**src/rtl/push_pwm_capture.sv**
```systemverilog
// Purpose : measure period and high time of an asynchronous PWM input in clk cycles.
// Latency : a pwm_in edge reaches the measurement registers a few clk cycles later (2 sync + detect + register).
// Backpressure: none; valid is a one-cycle strobe and the outputs hold until the next strobe.
//
// Ports:
//   clk        system clock, all logic on the rising edge
//   rst        synchronous active-high reset
//   pwm_in     external PWM wave, asynchronous to clk
//   period     clk cycles between the last two synchronized rising edges
//   high_time  clk cycles from that rising edge to the following falling edge
//   valid      one-cycle strobe: period/high_time just updated
//   timeout    sticky: the wave stalled for TIMEOUT cycles; cleared by the next valid
//   busy       high while a measurement is in progress (HIGH or LOW state)
//
// TIMEOUT must be below 2**CNT_W so the counter can hold it.

module push_pwm_capture #(
  parameter int unsigned TIMEOUT = 1_000_000,
  parameter int unsigned CNT_W   = 20
) (
  input  logic             clk,
  input  logic             rst,
  input  logic             pwm_in,
  output logic [CNT_W-1:0] period,
  output logic [CNT_W-1:0] high_time,
  output logic             valid,
  output logic             timeout,
  output logic             busy
);

  localparam logic [CNT_W-1:0] TMO_LIMIT = CNT_W'(TIMEOUT);
  localparam logic [CNT_W-1:0] CNT_ONE   = CNT_W'(1);

  typedef enum logic [1:0] {
    ST_IDLE = 2'd0,
    ST_HIGH = 2'd1,
    ST_LOW  = 2'd2
  } state_t;

  // synchronizer and edge-detect delay
  logic r_s1;
  logic r_s2;
  logic r_s3;
  logic w_rise;
  logic w_fall;

  // FSM state and datapath registers
  state_t           r_state;
  logic [CNT_W-1:0] r_cnt;
  logic [CNT_W-1:0] r_hi_cnt;
  logic [CNT_W-1:0] r_period;
  logic [CNT_W-1:0] r_high_time;
  logic             r_valid;
  logic             r_timeout;
  logic             r_busy;

  // next-state values
  state_t           w_state_nxt;
  logic [CNT_W-1:0] w_cnt_nxt;
  logic [CNT_W-1:0] w_hi_cnt_nxt;
  logic [CNT_W-1:0] w_period_nxt;
  logic [CNT_W-1:0] w_high_time_nxt;
  logic             w_valid_nxt;
  logic             w_timeout_nxt;

  logic [CNT_W-1:0] w_cnt_inc;
  logic             w_tmo_hit;

  // Two flops resolve metastability; s3 is the one-cycle delayed copy for edge detection.
  always_ff @(posedge clk) begin
    if (rst) begin
      r_s1 <= 1'b0;
      r_s2 <= 1'b0;
      r_s3 <= 1'b0;
    end else begin
      r_s1 <= pwm_in;
      r_s2 <= r_s1;
      r_s3 <= r_s2;
    end
  end

  assign w_rise = r_s2 & ~r_s3;
  assign w_fall = ~r_s2 & r_s3;

  // A fall detected exactly at cnt == TIMEOUT pushes cnt one past the limit;
  // saturate so a TIMEOUT at the very top of the range cannot wrap to zero.
  assign w_cnt_inc = (r_cnt == {CNT_W{1'b1}}) ? r_cnt : (r_cnt + CNT_ONE);
  // >= rather than == also catches the TIMEOUT+1 case reached via a late fall.
  assign w_tmo_hit = (r_cnt >= TMO_LIMIT);

  always_ff @(posedge clk) begin
    if (rst) begin
      r_state     <= ST_IDLE;
      r_cnt       <= '0;
      r_hi_cnt    <= '0;
      r_period    <= '0;
      r_high_time <= '0;
      r_valid     <= 1'b0;
      r_timeout   <= 1'b0;
      r_busy      <= 1'b0;
    end else begin
      r_state     <= w_state_nxt;
      r_cnt       <= w_cnt_nxt;
      r_hi_cnt    <= w_hi_cnt_nxt;
      r_period    <= w_period_nxt;
      r_high_time <= w_high_time_nxt;
      r_valid     <= w_valid_nxt;
      r_timeout   <= w_timeout_nxt;
      r_busy      <= (w_state_nxt != ST_IDLE);
    end
  end

  always_comb begin
    w_state_nxt     = r_state;
    w_cnt_nxt       = r_cnt;
    w_hi_cnt_nxt    = r_hi_cnt;
    w_period_nxt    = r_period;
    w_high_time_nxt = r_high_time;
    w_valid_nxt     = 1'b0;
    w_timeout_nxt   = r_timeout;

    unique case (r_state)
      ST_IDLE: begin
        // Counting starts at 1 on the rise so that the next rise, P cycles later, reads P.
        // The first rise only arms the measurement; no valid until a full period is seen.
        w_cnt_nxt = '0;
        if (w_rise) begin
          w_state_nxt = ST_HIGH;
          w_cnt_nxt   = CNT_ONE;
        end
      end

      ST_HIGH: begin
        w_cnt_nxt = w_cnt_inc;
        // The edge has priority over the stall check in the same cycle.
        if (w_fall) begin
          w_hi_cnt_nxt = r_cnt;
          w_state_nxt  = ST_LOW;
        end else if (w_tmo_hit) begin
          w_timeout_nxt = 1'b1;
          w_cnt_nxt     = '0;
          w_state_nxt   = ST_IDLE;
        end
      end

      ST_LOW: begin
        w_cnt_nxt = w_cnt_inc;
        if (w_rise) begin
          w_period_nxt    = r_cnt;
          w_high_time_nxt = r_hi_cnt;
          w_valid_nxt     = 1'b1;
          w_timeout_nxt   = 1'b0;
          w_cnt_nxt       = CNT_ONE;
          w_state_nxt     = ST_HIGH;
        end else if (w_tmo_hit) begin
          w_timeout_nxt = 1'b1;
          w_cnt_nxt     = '0;
          w_state_nxt   = ST_IDLE;
        end
      end

      default: begin
        w_state_nxt = ST_IDLE;
        w_cnt_nxt   = '0;
      end
    endcase
  end

  assign period    = r_period;
  assign high_time = r_high_time;
  assign valid     = r_valid;
  assign timeout   = r_timeout;
  assign busy      = r_busy;

endmodule

```
**config.mk**
```make
export PLATFORM = sky130hd
export DESIGN_NAME = push_pwm_capture
export DESIGN_NICKNAME = d
export VERILOG_FILES = /design/src/rtl/push_pwm_capture.sv
export SDC_FILE = /design/constraint.sdc
export NUM_CORES = 1
export LEC_CHECK = 0
export CAP_MARGIN = 20
export CORE_UTILIZATION = 35
export CTS_BUF_LIST = sky130_fd_sc_hd__clkbuf_4
export DETAILED_ROUTE_END_ITERATION = 12
export PLACE_DENSITY = 0.6
export SYNTH_ARGS = -nofsm -noshare
export SYNTH_HDL_FRONTEND = slang
export SYNTH_SLANG_ARGS = --single-unit
```
**constraint.sdc**
```tcl
create_clock -name clk -period 2.1 [get_ports clk]
set_input_delay 0.21 -clock clk [delete_from_list [all_inputs] [get_ports clk]]
set_output_delay 0.21 -clock clk [all_outputs]
set_load 0.1 [all_outputs]
```
==> results_dict.tcl <==
set metrics [dict create \
    core-area_um2 10300 \
    clock_sinks 88 \
    synth_edf_count 0 \
    clk-insertion-delay-late_ns 0.44 \
    antenna_found_initial 0 \
    nets 498 \
    synth_warnings 0 \
    max-slew-margin-rel 0.474 \
    grt_use_total 0.171 \
    synth_simple_gate_area_share 0.251 \
    cts_hold_buf 0 \
    synth_fa_ha_area_frac 0.00674 \
    ir_drop_v 0.000341 \
    die_h_um 105 \
    die_w_um 105 \
    root_buffer "clkbuf_4" \
    grt.overflow.total 0 \
    fin_util 0.423 \
    grtUsageMet3 0.0356 \
    hold_viol 0 \
    worst_clock_skew_ns 0.0169 \
    num_io_pins 46 \
    fmax_ghz 0.514 \
    power_density_nw_per_um2 619 \
    clk_pin_slew_worst_paths_ns 0.14 \
    maxCapViolCount 0 \
    initial_utilization 0.360 \
    syn_area_um2 3710 \
    ant_nets 0 \
    synthArstFlopShare 0 \
    placed_cells 618 \
    first_iter_violations 155 \
    grt.met2_usage 0.261 \
    post-route-period-util 0.926 \
    synth_top_family_by_area "simple AND/OR/NAND/NOR gates" \
    status "completed" \
    crit_fanout 10 \
    dp.final_hpwl_mm 6.36 \
    grt_pass1_vias 3028 \
    dr.pass1.iters 4 \
    rsz0062_at_grt "false" \
    drive_above_1_share 0.207 \
    vias_per_cell 5.18 \
    netlist_instances 450 \
    cp.arrival_ns 2.32 \
    vias 3286 \
    worstSetupEndpointType "register" \
    worst_hold_path_type "in2reg" \
    post-route-min-period_ns 1.95 \
    fin_ws_ns 0.154 \
    start_kind "register" \
    leakagePower_uw 0.00148 \
    met1_usage 0.238 \
    tightest_slew_ns 0.788 \
    cts_tree "built" \
    pre_cts_ws_ns 0.232 \
    synth_compound_area_frac 0.206 \
    port_buffers 45 \
    layout.cells.non_filler 634 \
    syn_nets 455 \
    holdWs_ns 0.149 \
    drv_slew 0 \
    synth_xor_area_frac 0 \
    rows 37 \
    setup_viol_count_final 0 \
    path_class "reg2reg" \
    routed_wl_mm 9.01 \
    yosys_register_bits 88 \
    fin_setup_tns_ns 0 \
    seq_area_frac_synth 0.475 \
    post-route-drc-count 0 \
    die_area_um2 11000 \
    grt_start_max_net_pins 56 \
    diodes 0 \
    yosysUniqueCellTypes 52 \
    gr-max-usage-layer "met2" \
    synthFlopType "dfxtp_1" \
    cts_resized 0 \
    place.gp.congestion 0.920 \
    h-tree-depth 3 \
    wire_per_inst_um 14.2 \
    synthMuxAreaShare 0.00539 \
    area_growth_pct 17.6 \
    clock_path_buffers 2 \
    syn-mean-instance-area_um2 8.25 \
    grt_pass1_wl_mm 15.1 \
    post-cts-setup-buffer-count 0 \
    cp_data_required_time_ns 2.47 \
    nFillCells 1054 \
    cts_buffers 9 \
]
==> worst paths after layout <==
check	startpoint	end	slack, ns	depth (start not counted)
hold / removal	rst	r_state[1]$_SDFF_PP0_	0.15	2
hold reg to reg	r_hi_cnt[2]$_SDFFE_PP0P_	high_time[2]$_SDFFE_PP0P_	0.46	2
setup / recovery	r_cnt[3]$_SDFF_PP0_	r_cnt[14]$_SDFF_PP0_	0.15	4
setup reg to reg	r_cnt[3]$_SDFF_PP0_	r_cnt[14]$_SDFF_PP0_	0.15	4
==> placed cells by master, fill, tap and decap left out, types with 2 or more instances in the layout <==
cell type,instances
o31ai_1,4
and4_1,4
nor3_1,3
a41oi_1,2
nand3_1,9
o2111ai_1,5
or4_1,4
clkinv_1,2
or3_1,3
a21oi_2,8
nor2b_1,5
nand2_1,132
nor2_1,6
dfxtp_1,88
mux2i_1,2
clkinvlp_4,2
buf_4,62
a211oi_1,6
a31oi_1,6
o31a_1,2
nor3b_1,3
buf_12,2
nor4_1,3
ha_1,2
or2_2,2
and2_1,4
or2b_2,2
inv_1,8
a21oi_1,68
o21ai_0,6
and3_1,4
nand4_1,4
clkbuf_4,9
==> sequential cells by signal (all words and copies together), names as in the netlist <==
signal and flops:
busy 1, r_s2 1, period 20, valid 1, r_hi_cnt 20, r_state 2
timeout 1, r_s3 1, r_s1 1, high_time 20, r_cnt 20
==> through the flow <==
step           cell area (um^2)  total power (uW)
2_1_floorplan              3710              1770
3_3_place_gp               4230              1790
3_5_place_dp               4230              1790
4_1_cts                    4360              2740
5_1_grt                    4360              2810
6_report                   4360              2700
==> final cells by class <==
type                       instances  area (um^2)  share of cell area
inverter                           8         30.0             0.00688
timing repair buffer              66          520               0.119
clock buffer                       9         67.6              0.0155
tap                              136          170              0.0390
multi-input combinational        320         1740               0.400
clock inverter                     7         70.1              0.0161
sequential                        88         1760               0.404
==> synthesized netlist by cell type, types with 5 or more instances <==
cell         n  area, um^2
nand2_1    132         495
dfxtp_1     88        1760
a21oi_1     68         340
clkbuf_1    25        93.8
nand3_1      9        45.0
a21oi_2      8        70.1
inv_1        8        30.0
nor2_1       7        26.3
a211oi_1     6        45.0
a31oi_1      6        37.5
o21ai_0      6        30.0
nor2b_1      5        31.3
o2111ai_1    5        43.8
==> critical path: stages (launching register included) <==
cell	delay [ns]
dfxtp_1	0.52
and4_1	0.29
nand3_1	0.30
or4b_1	0.62
a21oi_2	0.15
==> per-layer routing <==
metal / vias to the layer above / share of wire
li1: 1646 / -
met1: 1565 / 0.50
met2: 65 / 0.44
met3: 10 / 0.040
met4: 0 / 0.013
met5: - / 0
==> where the power goes <==
part / leakage [uW] / internal [uW] / switching [uW]
combinational: 0.000703 / 20.1 / 50.9
clock: 0.0000676 / 361 / 587
sequential: 0.000709 / 1680 / 6.46
==> kinds of logic after synthesis <==
group / after synthesis
fa+ha+maj: 2
flops: 88
compound gates: 118
mux: 2
simple gates: 198
buf+inv: 42
(Power assumes the default switching activity.)
